===== src/rtl/fm_pkg.sv =====
// fm_pkg: shared types and constants for the frame-memory writer/reader pair.
package fm_pkg;

  typedef enum logic [1:0] {
    IDLE = 2'd0,
    FILL = 2'd1,
    DONE = 2'd2
  } fm_state_e;

  localparam int NUM_BANKS  = 3;
  localparam int DEF_DATA_W = 8;
  localparam int DEF_ADDR_W = 11;

  // One-hot bank select for the line-RAM write enables.
  function automatic logic [NUM_BANKS-1:0] bank_onehot(input logic [1:0] bank);
    return NUM_BANKS'(1) << bank;
  endfunction

endpackage


===== src/rtl/fm_write_if.sv =====
// fm_write_if: upstream pixel stream plus line-RAM write port of fm_write.
interface fm_write_if
  import fm_pkg::*;
#(
  parameter int DATA_W = DEF_DATA_W,
  parameter int ADDR_W = DEF_ADDR_W
) ();
  logic                 s_valid;
  logic [DATA_W-1:0]    s_data;
  logic                 s_ready;
  logic [NUM_BANKS-1:0] ram_wen;
  logic [ADDR_W-1:0]    ram_waddr;
  logic [DATA_W-1:0]    ram_wdata;

  // Writer side: consumes the stream, drives the RAM port.
  modport slave (
    input  s_valid, s_data,
    output s_ready, ram_wen, ram_waddr, ram_wdata
  );

  // Source / RAM side.
  modport master (
    output s_valid, s_data,
    input  s_ready, ram_wen, ram_waddr, ram_wdata
  );
endinterface


===== src/rtl/fm_bank_ctr.sv =====
// fm_bank_ctr: count of complete, unreleased line-RAM rows (0..3).
module fm_bank_ctr (
  input  logic       clk,
  input  logic       rst,
  input  logic       clr,
  input  logic       inc,
  input  logic       dec,
  output logic [1:0] count
);
  logic [1:0] count_q, count_d;

  // Next count: clear wins; simultaneous inc/dec cancel; saturate at 0 and 3.
  always_comb begin
    count_d = count_q;
    if (clr) begin
      count_d = 2'd0;
    end else if (inc && !dec) begin
      if (count_q != 2'd3) count_d = count_q + 2'd1;
    end else if (dec && !inc) begin
      if (count_q != 2'd0) count_d = count_q - 2'd1;
    end
  end

  // Count register.
  always_ff @(posedge clk or posedge rst) begin
    if (rst) count_q <= 2'd0;
    else     count_q <= count_d;
  end

  assign count = count_q;
endmodule


===== src/rtl/fm_write.sv =====
// fm_write: writes a raster pixel stream into three rotating line-RAM banks.
// Optional macro FM_WRITE_STATS_EN enables the saturating stall-cycle counter.
module fm_write
  import fm_pkg::*;
#(
  parameter int DATA_W = DEF_DATA_W,
  parameter int ADDR_W = DEF_ADDR_W
) (
  input  logic        clk,
  input  logic        rst,
  input  logic        module_en,
  input  logic [8:0]  fm_width,
  input  logic [8:0]  fm_height,
  input  logic        row_release,
  output logic [1:0]  rows_avail,
  output logic        refresh,
  output logic        frame_done,
  output logic [15:0] stall_cnt,
  fm_write_if.slave   bus
);
  fm_state_e            state_q, state_d;
  logic [ADDR_W-1:0]    col_q;
  logic [8:0]           row_q;
  logic [1:0]           wr_bank_q;
  logic [8:0]           width_q, height_q;
  logic [NUM_BANKS-1:0] ram_wen_q;
  logic [ADDR_W-1:0]    ram_waddr_q;
  logic [DATA_W-1:0]    ram_wdata_q;
  logic                 refresh_q, frame_done_q;

  logic s_ready_c, accept, start, abort, last_col, last_row, row_done;

  assign last_col = (col_q == ADDR_W'(width_q) - ADDR_W'(1));
  assign last_row = (row_q == height_q - 9'd1);

  // State register.
  always_ff @(posedge clk or posedge rst) begin
    if (rst) state_q <= IDLE;
    else     state_q <= state_d;
  end

  // Next-state logic; DONE must pass through IDLE before a new frame.
  always_comb begin
    state_d = state_q;
    unique case (state_q)
      IDLE: if (module_en && fm_width >= 9'd3 && fm_height >= 9'd3) state_d = FILL;
      FILL: begin
        if (!module_en)              state_d = IDLE;
        else if (row_done && last_row) state_d = DONE;
      end
      DONE: if (!module_en) state_d = IDLE;
      default: state_d = IDLE;
    endcase
  end

  // FSM outputs; ready comes only from registers, and a pixel offered while
  // module_en is low is not taken even though ready may still read high.
  always_comb begin
    s_ready_c = (state_q == FILL) && (rows_avail != 2'd3);
    start     = (state_q == IDLE) && module_en && (fm_width >= 9'd3) && (fm_height >= 9'd3);
    abort     = (state_q == FILL) && !module_en;
    accept    = bus.s_valid && s_ready_c && module_en;
    row_done  = accept && last_col;
  end

  // Write datapath: column/row/bank tracking and registered RAM port.
  always_ff @(posedge clk or posedge rst) begin
    if (rst) begin
      col_q        <= '0;
      row_q        <= '0;
      wr_bank_q    <= '0;
      width_q      <= '0;
      height_q     <= '0;
      ram_wen_q    <= '0;
      ram_waddr_q  <= '0;
      ram_wdata_q  <= '0;
      refresh_q    <= 1'b0;
      frame_done_q <= 1'b0;
    end else begin
      ram_wen_q    <= '0;
      refresh_q    <= 1'b0;
      frame_done_q <= 1'b0;
      if (start) begin
        col_q     <= '0;
        row_q     <= '0;
        wr_bank_q <= '0;
        width_q   <= fm_width;
        height_q  <= fm_height;
      end else if (abort) begin
        col_q     <= '0;
        row_q     <= '0;
        wr_bank_q <= '0;
      end else if (accept) begin
        ram_wen_q   <= bank_onehot(wr_bank_q);
        ram_waddr_q <= col_q;
        ram_wdata_q <= bus.s_data;
        if (last_col) begin
          col_q        <= '0;
          wr_bank_q    <= (wr_bank_q == 2'(NUM_BANKS - 1)) ? 2'd0 : wr_bank_q + 2'd1;
          row_q        <= row_q + 9'd1;
          refresh_q    <= 1'b1;
          frame_done_q <= last_row;
        end else begin
          col_q <= col_q + ADDR_W'(1);
        end
      end
    end
  end

  fm_bank_ctr u_bank_ctr (
    .clk   (clk),
    .rst   (rst),
    .clr   (start || abort),
    .inc   (row_done),
    .dec   (row_release),
    .count (rows_avail)
  );

`ifdef FM_WRITE_STATS_EN
  logic [15:0] stall_q;

  // Stall counter: FILL cycles where a pixel waits on a full bank set.
  always_ff @(posedge clk or posedge rst) begin
    if (rst) begin
      stall_q <= 16'd0;
    end else if (start) begin
      stall_q <= 16'd0;
    end else if ((state_q == FILL) && bus.s_valid && !s_ready_c && (stall_q != 16'hFFFF)) begin
      stall_q <= stall_q + 16'd1;
    end
  end

  assign stall_cnt = stall_q;
`else
  assign stall_cnt = 16'd0;
`endif

  assign bus.s_ready   = s_ready_c;
  assign bus.ram_wen   = ram_wen_q;
  assign bus.ram_waddr = ram_waddr_q;
  assign bus.ram_wdata = ram_wdata_q;
  assign refresh       = refresh_q;
  assign frame_done    = frame_done_q;
endmodule


===== src/flat_wrapper.sv =====
// flat-port wrapper written by rule: the top's interface ports become plain ports
module fm_write_flat import fm_pkg::*;
#(
  parameter int DATA_W = DEF_DATA_W,
  parameter int ADDR_W = DEF_ADDR_W
)
  (clk, rst, module_en, fm_width, fm_height, row_release, rows_avail, refresh, frame_done, stall_cnt, bus_s_valid, bus_s_data, bus_s_ready, bus_ram_wen, bus_ram_waddr, bus_ram_wdata);
  fm_write_if #(.DATA_W(DATA_W), .ADDR_W(ADDR_W)) bus_i ();
  input  logic clk;
  input  logic rst;
  input  logic module_en;
  input  logic [8:0] fm_width;
  input  logic [8:0] fm_height;
  input  logic row_release;
  output logic [1:0] rows_avail;
  output logic refresh;
  output logic frame_done;
  output logic [15:0] stall_cnt;
  input wire logic [$bits(bus_i.s_valid)-1:0] bus_s_valid;
  input wire logic [$bits(bus_i.s_data)-1:0] bus_s_data;
  output wire logic [$bits(bus_i.s_ready)-1:0] bus_s_ready;
  output wire logic [$bits(bus_i.ram_wen)-1:0] bus_ram_wen;
  output wire logic [$bits(bus_i.ram_waddr)-1:0] bus_ram_waddr;
  output wire logic [$bits(bus_i.ram_wdata)-1:0] bus_ram_wdata;
  assign bus_i.s_valid = bus_s_valid;
  assign bus_i.s_data = bus_s_data;
  assign bus_s_ready = bus_i.s_ready;
  assign bus_ram_wen = bus_i.ram_wen;
  assign bus_ram_waddr = bus_i.ram_waddr;
  assign bus_ram_wdata = bus_i.ram_wdata;
  fm_write #(.DATA_W(DATA_W), .ADDR_W(ADDR_W)) u_core (.clk(clk), .rst(rst), .module_en(module_en), .fm_width(fm_width), .fm_height(fm_height), .row_release(row_release), .rows_avail(rows_avail), .refresh(refresh), .frame_done(frame_done), .stall_cnt(stall_cnt), .bus(bus_i));
endmodule

===== config.mk =====
export PLATFORM = sky130hd
export DESIGN_NAME = fm_write_flat
export DESIGN_NICKNAME = d
export VERILOG_FILES = /design/src/rtl/fm_pkg.sv /design/src/rtl/fm_write_if.sv /design/src/rtl/fm_bank_ctr.sv /design/src/rtl/fm_write.sv /design/src/flat_wrapper.sv
export SDC_FILE = /design/constraint.sdc
export NUM_CORES = 1
export LEC_CHECK = 0
export CAP_MARGIN = 20
export CORE_MARGIN = 2
export CORE_UTILIZATION = 52
export CTS_CLUSTER_SIZE = 10
export DETAILED_ROUTE_END_ITERATION = 7
export PLACE_DENSITY = 0.8
export RECOVER_POWER = 50
export REMOVE_ABC_BUFFERS = 1
export SLEW_MARGIN = 20
export SYNTH_ARGS = -nofsm -noshare
export SYNTH_HDL_FRONTEND = slang
export SYNTH_SLANG_ARGS = --single-unit

===== constraint.sdc =====
create_clock -name clk -period 3.34 [get_ports clk]
set_input_delay 0.835 -clock clk [delete_from_list [all_inputs] [get_ports clk]]
set_output_delay 0.835 -clock clk [all_outputs]
set_load 0.005 [all_outputs]

==> flow_metrics.env <==
export IMPL_layout_common_cells="97 x nand2_1, 68 x dfrtp_1, 56 x clkdlybuf4s50_1"
export IMPL_grt_max_degree=51
export IMPL_postCtsSetupBuffers=0
export IMPL_power_frac_comb_pct=24.0
export IMPL_fillers=564
export IMPL_wire_per_inst_microns=14.4
export IMPL_synth_top_cell_by_area="dfrtp_1"
export IMPL_synth_edff_count=0
export IMPL_async_reset_ff_share_pct=100
export IMPL_synth_seq_cells=68
export IMPL_timing_rr_end="u_core.row_q[5]"
export IMPL_nets=496
export IMPL_yosysUniqueCellTypes=54
export IMPL_p_seq_share_pct=43.0
export IMPL_die_width_microns=88.4
export IMPL_path_class="flop to flop"
export IMPL_boundaryPins=74
export IMPL_clockBufferDepth=2
export IMPL_dieArea_sq_um=7820
export IMPL_gr_total_overflow=0
export IMPL_ys_top_cells_by_area="dfrtp_1 46%, nand2_1 9.8%, mux2_2 4.9%"
export IMPL_tightest_slew_ps=1540
export IMPL_gp_congestion=0.882
export IMPL_min_from="u_core.bus.ram_wdata[0]"
export IMPL_final_common_cell="nand2_1"
export IMPL_layout_drive_gt1_share_pct=10.3
export IMPL_syn_area_per_cell_sq_um=9.22
export IMPL_r2r_start="u_core.width_q[0]"
export IMPL_dp_slack_ps=394
export IMPL_antenna_found_initial=0
export IMPL_ys_seq_area_share_pct=45.9
export IMPL_route_detailed_drc=0
export IMPL_startpoint="u_core.width_q[0]"
export IMPL_ff2ff_path_depth=9
export IMPL_worstPathMaxFanout=15
export IMPL_skew_ps=11.1
export IMPL_r2r_setup_slack_ps=370
export IMPL_drv_slew=38
export IMPL_period_share_pct=89.0
export IMPL_synth_flop_cell="dfrtp_1"
export IMPL_viasPerCell=5.46
export IMPL_fin_ws_ps=367
export IMPL_htree_levels=3
export IMPL_syn_inst=402
export IMPL_end_kind="flop"
export IMPL_tns_ps=0
export IMPL_p_per_area_nw_per_um2=553
export IMPL_hold_buffers=0
export IMPL_clkTransAtPathRegs_ps=80
export IMPL_portBuffers=57
export IMPL_postCtsResizedCells=0
export IMPL_fin_util_pct=67.1
export IMPL_cts_tree="built"
export IMPL_power_leakage_uw=0.00200
export IMPL_clk_latency_ps=340
export IMPL_holdPathEnd="u_core.bus.ram_wdata[0]"
export IMPL_vias=3069
export IMPL_min_path_type="flop to flop"
export IMPL_grt_pass1_wl_microns=13100
export IMPL_violations="max-capacitance violations, max-slew violations"
export IMPL_root_buffer="clkbuf_8"
export IMPL_intPower_uw=1770
export IMPL_hold_violations=0
export IMPL_critical_path_startpoint_type="flop"
export IMPL_yosysWarnings=0
export IMPL_cts_buffers=9
export IMPL_cap_violations=1
export IMPL_vdd_drop_max_mv=0.293
export IMPL_netlist_area_leader_share_pct=45.9
export IMPL_fp_coreArea_sq_um=6830
export IMPL_gr_usage_all_layers_pct=21.8
export IMPL_dr_pass1_iters=4
export IMPL_clockPowerShare_pct=33.0
export IMPL_multi_input_area_sq_um=1830
export IMPL_num_rows=30
export IMPL_areaGrowthSynthToFinish_pct=23.6
export IMPL_cts_sinks=68
export IMPL_rsz0062_at_grt="no"
export IMPL_setup_viol=0
export IMPL_status="complete, but fails checks"
export IMPL_hold_depth=2
export IMPL_dieHeight_microns=88.4
export IMPL_cp_arrival_ps=3240
export IMPL_initial_core_util_pct=54.3
export IMPL_hpwl_microns=5750
export IMPL_relSlewSlack_pct=-2.41
export IMPL_antenna_cells=0
export IMPL_required_ps=3610
export IMPL_max_freq_mhz=336
export IMPL_syn_area_sq_um=3710
export IMPL_drt_iter0_drc=208
export IMPL_power_net_switching_uw=763
export IMPL_min_period_ps=2970
export IMPL_switching_share_pct=30.1
export IMPL_grt_pass1_vias=2763
export IMPL_finalWirelength_microns=8110
export IMPL_seqCellArea_sq_um=1700
export IMPL_antenna_left=0
-- metal layers --
metal / vias up / wire, microns / GRT usage, % / part of all wire [%]
li1: 1495 / - / - / -
met1: 1442 / 3750 / 30.5 / 46
met2: 121 / 3760 / 34.0 / 46
met3: 11 / 468 / 3.17 / 5.8
met4: 0 / 138 / 9.64 / 1.7
met5: - / 0 / 0 / 0
-- critical path, cell delays in order, from the launching register on --
cell and delay [ps]:
dfrtp_1 440, inv_1 90, ha_1 270, o21ba_1 190
a221o_1 340, a22o_1 180, or2_0 210, or3_4 480
or4_1 520, a21oi_1 160
-- final cells by class --
cell class	count	share of cell area [%]
clock buffer	9	2.70
inverter	11	0.901
timing repair buffer	67	14.0
clock inverter	7	2.70
sequential	68	37.1
tap	96	2.62
multi-input combinational	304	40.0
-- cell usage after synthesis, drive strengths merged (2+ instances only) --
master	instances
a2111oi	2
a211oi	3
a21oi	12
a31oi	7
and3	3
buf	19
clkbuf	15
dfrtp	68
ha	4
inv	11
mux2	16
mux2i	5
nand2	97
nand2b	3
nand3	14
nand3b	2
nand4	9
nand4b	3
nor2	11
nor2b	4
nor3	11
nor3b	5
nor4	4
o211ai	5
o21ai	8
o31ai	4
or2	3
or3	8
or4	7
xnor2	12
xor2	12
-- through the flow --
stage,total power [uW],cell area [sq um],cells,hold slack (ps)
floorplan,1440,3570,383,470
global placement,1680,4350,546,456
detailed placement,1710,4350,546,462
CTS,2560,4600,562,483
global route,2680,4580,562,501
finish,2540,4580,562,477
-- how the worst max path moves through the flow --
| stage | end | slack [ps] | depth (start not counted) |
|---|---|---|---|
| 2_1_floorplan | u_core.row_q[2] | -1980 | 6 |
| 3_3_place_gp | u_core.row_q[2] | 440 | 6 |
| 3_5_place_dp | u_core.row_q[5] | 390 | 9 |
| 4_1_cts | u_core.row_q[5] | 350 | 9 |
| 5_1_grt | u_core.col_q[8] | 180 | 6 |
| 6_report | u_core.row_q[5] | 370 | 9 |
-- sequential cells by signal (all words and copies together) (netlist names) --
signal,count
u_core.width_q,9
u_core.refresh,1
u_core.wr_bank_q,2
u_core.state_q,2
u_core.bus.ram_wdata,8
u_core.col_q,11
u_core.height_q,9
u_core.bus.ram_waddr,11
u_core.frame_done,1
u_core.u_bank_ctr.count,2
u_core.row_q,9
u_core.bus.ram_wen,3
-- power by group through the flow --
stage | Clock (uW) | Combinational, uW | Sequential, uW
global placement | 0 | 586 | 1100
global route | 887 | 678 | 1110
finish | 836 | 609 | 1090
floorplan | 0 | 371 | 1070
detailed placement | 0 | 608 | 1110
CTS | 849 | 618 | 1090
-- kinds of logic after synthesis --
family / count (synthesis) / synth area share (%)
compound gates: 53 / 9.92
xor+xnor: 24 / 5.67
fa+ha+maj: 4 / 1.35
buf+inv: 45 / 6.41
flops: 68 / 45.9
mux: 21 / 6.21
other cells: 1 / 0.101
simple gates: 186 / 24.4
Note: power is estimated with default switching activity, not from simulation.
